## config.mk

```make
export PLATFORM = sky130hd
export DESIGN_NAME = bilinear_fetch_ctrl
export DESIGN_NICKNAME = d
export VERILOG_FILES = /design/src/rtl/bilinear_fetch_ctrl.sv
export SDC_FILE = /design/constraint.sdc
export NUM_CORES = 1
export LEC_CHECK = 0
export BUFFER_PORTS_ARGS = -buffer_cell sky130_fd_sc_hd__buf_4
export CAP_MARGIN = 40
export CORE_ASPECT_RATIO = 2
export CORE_MARGIN = 5
export CORE_UTILIZATION = 45
export DETAILED_ROUTE_END_ITERATION = 7
export PLACE_DENSITY_LB_ADDON = 0.25
export SYNTH_ARGS = -nofsm -noshare
export SYNTH_HDL_FRONTEND = slang
export SYNTH_SLANG_ARGS = --single-unit
```

## constraint.sdc

```tcl
create_clock -name clk -period 6.9 [get_ports clk]
set_clock_uncertainty 0.05 [all_clocks]
set_input_delay 0.69 -clock clk [delete_from_list [all_inputs] [get_ports clk]]
set_output_delay 0.69 -clock clk [all_outputs]
set_load 0.1 [all_outputs]
```

## src/rtl/bilinear_fetch_ctrl.sv

```systemverilog
// Bilinear filter fetch sequencer: takes one sample request, reads the four
// neighbouring texels, pulses the filter enable and hands back the filtered colour.
module bilinear_fetch_ctrl #(
  parameter int UV_W   = 16,
  parameter int ADDR_W = 20
) (
  input  logic              clk,
  input  logic              rst_n,
  input  logic              req_valid,
  output logic              req_ready,
  input  logic [UV_W-1:0]   req_u,
  input  logic [UV_W-1:0]   req_v,
  input  logic [ADDR_W-1:0] req_base,
  input  logic [3:0]        req_wlog2,
  input  logic [3:0]        req_hlog2,
  output logic              mem_req_valid,
  input  logic              mem_req_ready,
  output logic [ADDR_W-1:0] mem_addr,
  input  logic              mem_rdata_valid,
  input  logic [31:0]       mem_rdata,
  output logic [31:0]       tex00,
  output logic [31:0]       tex10,
  output logic [31:0]       tex01,
  output logic [31:0]       tex11,
  output logic [7:0]        fracu,
  output logic [7:0]        fracv,
  output logic              bi_en,
  input  logic [31:0]       bi_color,
  output logic              out_valid,
  input  logic              out_ready,
  output logic [31:0]       out_color,
  output logic [1:0]        dbg_state
);

  // Handshakes: a transfer happens on a rising edge where valid & ready are both
  // high; valid never depends combinationally on ready, and payload is stable while
  // valid is high and ready is low.
  typedef enum logic [1:0] {
    IDLE   = 2'd0,
    FETCH  = 2'd1,
    FILTER = 2'd2,
    DONE   = 2'd3
  } state_t;

  state_t            state_q, state_d;
  logic [7:0]        u_q, u_d;
  logic [7:0]        v_q, v_d;
  logic [ADDR_W-1:0] base_q, base_d;
  logic [3:0]        w_q, w_d;
  logic [3:0]        h_q, h_d;
  logic [2:0]        issued_q, issued_d;
  logic [2:0]        returned_q, returned_d;
  logic [31:0]       tex00_q, tex00_d;
  logic [31:0]       tex10_q, tex10_d;
  logic [31:0]       tex01_q, tex01_d;
  logic [31:0]       tex11_q, tex11_d;
  logic [7:0]        fracu_q, fracu_d;
  logic [7:0]        fracv_q, fracv_d;

  logic [7:0]        wmask, hmask;
  logic [7:0]        x0, x1, y0, y1, x_sel, y_sel;
  logic [15:0]       y_off, tex_off;
  logic [ADDR_W-1:0] addr;
  logic              mem_fire, ret_fire;
  logic [3:0]        w_clamp, h_clamp;

  assign w_clamp = (req_wlog2 > 4'd8) ? 4'd8 : req_wlog2;
  assign h_clamp = (req_hlog2 > 4'd8) ? 4'd8 : req_hlog2;

  // w_q/h_q never exceed 8, so shifting an all-ones byte right gives (1<<w)-1.
  assign wmask = 8'hFF >> (4'd8 - w_q);
  assign hmask = 8'hFF >> (4'd8 - h_q);

  assign x0 = u_q & wmask;
  assign x1 = (x0 + 8'd1) & wmask;
  assign y0 = v_q & hmask;
  assign y1 = (y0 + 8'd1) & hmask;

  // Issue order 00,10,01,11: bit 0 of the issue count picks x, bit 1 picks y.
  assign x_sel   = issued_q[0] ? x1 : x0;
  assign y_sel   = issued_q[1] ? y1 : y0;
  assign y_off   = {8'd0, y_sel} << w_q;
  assign tex_off = y_off + {8'd0, x_sel};
  assign addr    = base_q + ADDR_W'(tex_off);

  assign req_ready     = (state_q == IDLE);
  assign mem_req_valid = (state_q == FETCH) && !issued_q[2];
  assign mem_addr      = mem_req_valid ? addr : '0;
  assign bi_en         = (state_q == FILTER);
  assign out_valid     = (state_q == DONE);
  assign out_color     = out_valid ? bi_color : '0;
  assign tex00         = tex00_q;
  assign tex10         = tex10_q;
  assign tex01         = tex01_q;
  assign tex11         = tex11_q;
  assign fracu         = fracu_q;
  assign fracv         = fracv_q;
  assign dbg_state     = state_q;

  assign mem_fire = mem_req_valid && mem_req_ready;
  // Returns beyond the number of outstanding reads are dropped.
  assign ret_fire = mem_rdata_valid && (returned_q < issued_q);

  always_comb begin
    state_d    = state_q;
    u_d        = u_q;
    v_d        = v_q;
    base_d     = base_q;
    w_d        = w_q;
    h_d        = h_q;
    issued_d   = issued_q;
    returned_d = returned_q;
    tex00_d    = tex00_q;
    tex10_d    = tex10_q;
    tex01_d    = tex01_q;
    tex11_d    = tex11_q;
    fracu_d    = fracu_q;
    fracv_d    = fracv_q;
    case (state_q)
      IDLE: begin
        if (req_valid) begin
          u_d        = req_u[15:8];
          v_d        = req_v[15:8];
          base_d     = req_base;
          w_d        = w_clamp;
          h_d        = h_clamp;
          fracu_d    = req_u[7:0];
          fracv_d    = req_v[7:0];
          issued_d   = 3'd0;
          returned_d = 3'd0;
          state_d    = FETCH;
        end
      end
      FETCH: begin
        if (mem_fire) begin
          issued_d = issued_q + 3'd1;
        end
        if (ret_fire) begin
          case (returned_q[1:0])
            2'd0:    tex00_d = mem_rdata;
            2'd1:    tex10_d = mem_rdata;
            2'd2:    tex01_d = mem_rdata;
            default: tex11_d = mem_rdata;
          endcase
          returned_d = returned_q + 3'd1;
          if (returned_q == 3'd3) begin
            state_d = FILTER;
          end
        end
      end
      FILTER: begin
        state_d = DONE;
      end
      DONE: begin
        if (out_ready) begin
          state_d = IDLE;
        end
      end
      default: begin
        state_d = IDLE;
      end
    endcase
  end

  always_ff @(posedge clk or negedge rst_n) begin
    if (!rst_n) begin
      state_q    <= IDLE;
      u_q        <= '0;
      v_q        <= '0;
      base_q     <= '0;
      w_q        <= '0;
      h_q        <= '0;
      issued_q   <= '0;
      returned_q <= '0;
      tex00_q    <= '0;
      tex10_q    <= '0;
      tex01_q    <= '0;
      tex11_q    <= '0;
      fracu_q    <= '0;
      fracv_q    <= '0;
    end else begin
      state_q    <= state_d;
      u_q        <= u_d;
      v_q        <= v_d;
      base_q     <= base_d;
      w_q        <= w_d;
      h_q        <= h_d;
      issued_q   <= issued_d;
      returned_q <= returned_d;
      tex00_q    <= tex00_d;
      tex10_q    <= tex10_d;
      tex01_q    <= tex01_d;
      tex11_q    <= tex11_d;
      fracu_q    <= fracu_d;
      fracv_q    <= fracv_d;
    end
  end

endmodule

```

-- Word level (Yosys, flattened, before mapping)
Cells that the tools add are included.
- $add $sub $neg: 8
- order comparisons: 3
- eq/ne operators: 11
- shifts and indexed selects: 3
- mux-type cells: 16
- bitwise operators: 5
- reduce and logical (&&, ||, !) cells: 16
- operator list (cell ; number):
    AND 8 bit ; 4
    two-way mux 32 bit ; 1
    adder 20 x 16 -> 20 bit ; 1
    two-way mux 20 bit ; 1
    AND reduction 3 bit ; 6
    adder 16 x 8 -> 16 bit ; 1
    adder 8 x 1 -> 8 bit (second input constant) ; 2
    two-way mux 8 bit ; 2
    << shifter 8 x 4 -> 16 bit ; 1
    >> shifter 8 x 4 -> 8 bit (first input constant) ; 2
    case mux 3 bit (2 select lines) ; 2
    two-way mux 3 bit ; 3
    > comparator 4 bit (second input constant) ; 2
    two-way mux 2 bit ; 4
    two-way mux 4 bit ; 2
    case mux 2 bit (4 select lines) ; 1
    subtractor 4 bit (first input constant) ; 2
    adder 3 x 1 -> 3 bit (second input constant) ; 2
    equality test 2 bit (second input constant) ; 3
    != test 2 bit (second input constant) ; 3
    equality test 2 x 1 -> 1 bit (second input constant) ; 2
    zero test 2 bit ; 2
    != test 2 x 1 -> 1 bit (second input constant) ; 2
    AND reduction 4 bit ; 1
    8 further kinds ; 10
- register bits after elaboration: 196
- bits of input ports: 130
- logic and storage cells: 76

-- Logic depth before layout (Yosys ltp)
- word-level depth: 10
- mapped depth: 32
- depth with buffers taken out: 31

-- Worst setup path before layout
OpenSTA, ideal clock, no wires.
- path kind: reg2out
- start point: reg h_q[0]
- end point: out mem_addr[9]
- arrival time: 6978 ps
- required time: 6160 ps
- path slack: -818 ps
- stages on the path, launching flop included: 29
- path buffers: 1
- cell sequence: dfrtp_1 > inv_1 > ha_1 > buf_2 > nor2_1 > a21oi_2 > and3_1 > ha_1 > nand2_1 > xor2_1 > nor3_1 > mux2_2 > a21oi_1 > nor3_1 > ha_1 > a21oi_1 > nor2b_1 > o21ai_0 > a21boi_0 > o21a_1 > o21a_1 > o21bai_1 > xor2_1 > ha_1 > nand2_1 > nor2_1 > a21oi_1 > o31ai_1 > nor3_1
- word-level cells in the longest chain between the ends: 10
- RTL lines (item ; RTL line ; text):
    start, declared ; 50 ; logic [3:0] h_q, h_d;
    start signal, assigned ; 172 ; h_q <= '0;
    start signal, assigned ; 187 ; h_q <= h_d;
    subtractor 4 bit * ; 72 ; assign hmask = 8'hFF >> (4'd8 - h_q);
    >> shifter 8 x 4 -> 8 bit * ; 72 ;
    AND 8 bit ; 76 ; assign y0 = v_q & hmask;
    adder 8 x 1 -> 8 bit ; 77 ; assign y1 = (y0 + 8'd1) & hmask;
    AND 8 bit ; 77 ;
    two-way mux 8 bit * ; 81 ; assign y_sel = issued_q[1] ? y1 : y0;
    << shifter 8 x 4 -> 16 bit * ; 82 ; assign y_off = {8'd0, y_sel} << w_q;
    adder 16 x 8 -> 16 bit * ; 83 ; assign tex_off = y_off + {8'd0, x_sel};
    adder 20 x 16 -> 20 bit * ; 84 ; assign addr = base_q + ADDR_W'(tex_off);
    two-way mux 20 bit * ; 88 ; assign mem_addr = mem_req_valid ? addr : '0;
    end, declared ; 18 ; output logic [ADDR_W-1:0] mem_addr,
Mark *: on every way between the ends. The rest lies on a longest branch, timed or not.

-- Worst setup path in the final report
- start point: reg h_q[0]
- end point: out mem_addr[16]
Same word-level chain as after synthesis.

==> out/metrics.csv <==
metric,value,unit
fp.dieH,225,um
drtPass1Iterations,4,
cts_root_buffer,clkbuf_16,
cts_buffer_depth,2,
synth_edf_count,0,
worstHoldPathType,input port to asynchronous set/reset pin,
grt_antenna_before_repair,0,
cts-htree-levels,4,
grt_pass1_vias,9316,
synth_area_leaders,"dfrtp_1 (47%), mux2_2 (20%), ha_1 (5.5%)",
layout-area-overhead-vs-synth,42.8,%
pre_cts_slack,-0.172,ns
grt_pass1_wl,50.9,mm
ys_warn_count,0,
rsz0062_at_grt,true,
path_class,register to output port,
netlist_top_cells_count,"dfrtp_1 (196), mux2_2 (185), nor2_1 (53), nand2_1 (48), ha_1 (46)",
final_util,0.654,
post-dp-hpwl,24.7,mm
clkSinkCount,196,
io_pins,332,
routedWlPerCell,20.7,um
vias_per_cell,5.47,
tightest_slew,0.744,ns
postSynth.asyncResetShare,1.00,
min_period,7.05,ns
cp-startpoint,h_q[0],
ys.flop_type,dfrtp_1,
whs,0.119,ns
final-setup-viol-count,5,
cts.clk_slew.worst_paths,0.08,ns
wl,32.7,mm
numPortBuffers,331,
crit_path_start_kind,register,
synth_nets,1082,
syn_inst,904,
finalInstanceArea,14900,um^2
drc_errors,0,
fmax,0.142,GHz
cts_hold_buf,0,
cp.required,6.16,ns
slew_headroom,0.504,
yosysSeqAreaShare,0.471,
ant_nets,0,
violations,setup timing,
path_max_fanout,3,
gp_congestion,0.950,
syn_area,10400,um^2
start_util,0.458,
synth_most_common_cell,dfrtp_1,
num_vias,8633,
crit_path_end_kind,output port,
hold_violations,0,
numCtsBuffers,17,
crit_path_frequent_cell,xnor2_2,
slowest_stage,dfrtp_2,
drive_gt1_frac,0.553,
grt-ovfl-total,0,
insertion_delay,0.44,ns
place_area,13500,um^2
synth.largest_area_cell,dfrtp_1,
grt_start_max_net_pins,77,
ys_ff_latch,196,
die_w,118,um
diodes,0,
synth_top_cell_area_share,0.471,
nNetsFinal,1463,
outcome,"complete, but fails checks",
num_rows,78,
dieArea,26500,um^2
timing.rr.start,issued_q[1],
cp.arrival,6.31,ns
tritoncts,built,
cp_slowest_stage_delay,0.43,ns
initialDrtViolationCount,282,
drv_slew,0,
reg2reg_depth,10,
maxCapViolations,0,
track_usage,0.241,
synthDistinctLibCells,77,
min_period_over_period,1.02,
core-area,22700,um^2
avgSynthCellArea,11.5,um^2
layout_setup_ws,-0.154,ns
## layout by cell type (no fill, tap or decap), types with 12 or more instances in the layout
cell,n
nor3_1,18
xor2_1,12
a21oi_2,15
o21ai_0,25
clkbuf_16,17
and2_1,36
nor2_1,38
xnor2_1,22
ha_1,38
a21oi_1,12
nand2_1,41
mux2_2,185
buf_4,386
dfrtp_1,194
inv_1,28
## worst paths after layout
path	slack, ns	end
setup / recovery	-0.15	mem_addr[16]
hold / removal	0.12	tex01[11]
setup reg to reg	4.14	tex10[28]
hold reg to reg	0.46	tex01[24]
max in group asynchronous	5.16	base_q[14]
min in group clk	0.42	v_q[0]
## routing by layer
metal	wire length [um]	vias up	global-route usage
li1	-	3969	-
met1	11000	4316	0.238
met2	18300	273	0.459
met3	1930	75	0.0681
met4	1490	0	0.113
met5	0	-	0
## layout make-up
class | count | area, um^2
fill | 1809 | 7860
clock buffer | 18 | 429
timing repair buffer | 399 | 3140
clock inverter | 14 | 184
sequential | 196 | 4910
inverter | 32 | 123
tap | 280 | 350
multi-input combinational | 639 | 5750
## logic make-up (layout without fill, tap and decap cells)
family	Yosys count	in the layout	share of synthesized area
AO/OA/AOI/OAI	122	122	0.0814
XOR/XNOR	41	41	0.0345
adder cells (fa/ha/maj)	48	48	0.0591
buffers and inverters	69	463	0.0258
flip-flops	196	196	0.471
multiplexers	191	191	0.206
AND/OR/NAND/NOR	237	237	0.123
## per-stage QoR
step	cells	setup TNS, ns
4_1_cts	1566	-0.283
2_1_floorplan	904	0
5_1_grt	1578	-2.05
6_report	1578	-0.377
3_3_place_gp	1511	0
3_5_place_dp	1514	-0.366
## state kept, by name, summed over array words and instances (netlist names)
register,cells
tex00,32
tex01,32
tex10,32
tex11,32
base_q,20
fracu,8
fracv,8
u_q,8
v_q,8
h_q,4
w_q,4
issued_q,3
returned_q,3
dbg_state,2
## worst max-delay path: cells and delay by family (launching register included)
family	cells	cell delay, ns
AO/OA/AOI/OAI	11	2.06
flip-flops	1	0.43
adder cells (fa/ha/maj)	4	1.00
AND/OR/NAND/NOR	9	1.35
XOR/XNOR	3	0.44
buffers and inverters	4	0.57
## what timing repair did
| item | 4_1_cts | 5_1_grt |
|---|---|---|
| pin swaps | 42 | 32 |
| gates resized for setup | 65 | 49 |
| setup buffers | 20 | 12 |
| endpoints found under the setup margin | 9 | 10 |
| gates cloned | 0 | 0 |
Power is left out: the tool's default activity adds up to more than one toggle a clock period on the data nets, which glitch-free logic cannot reach.
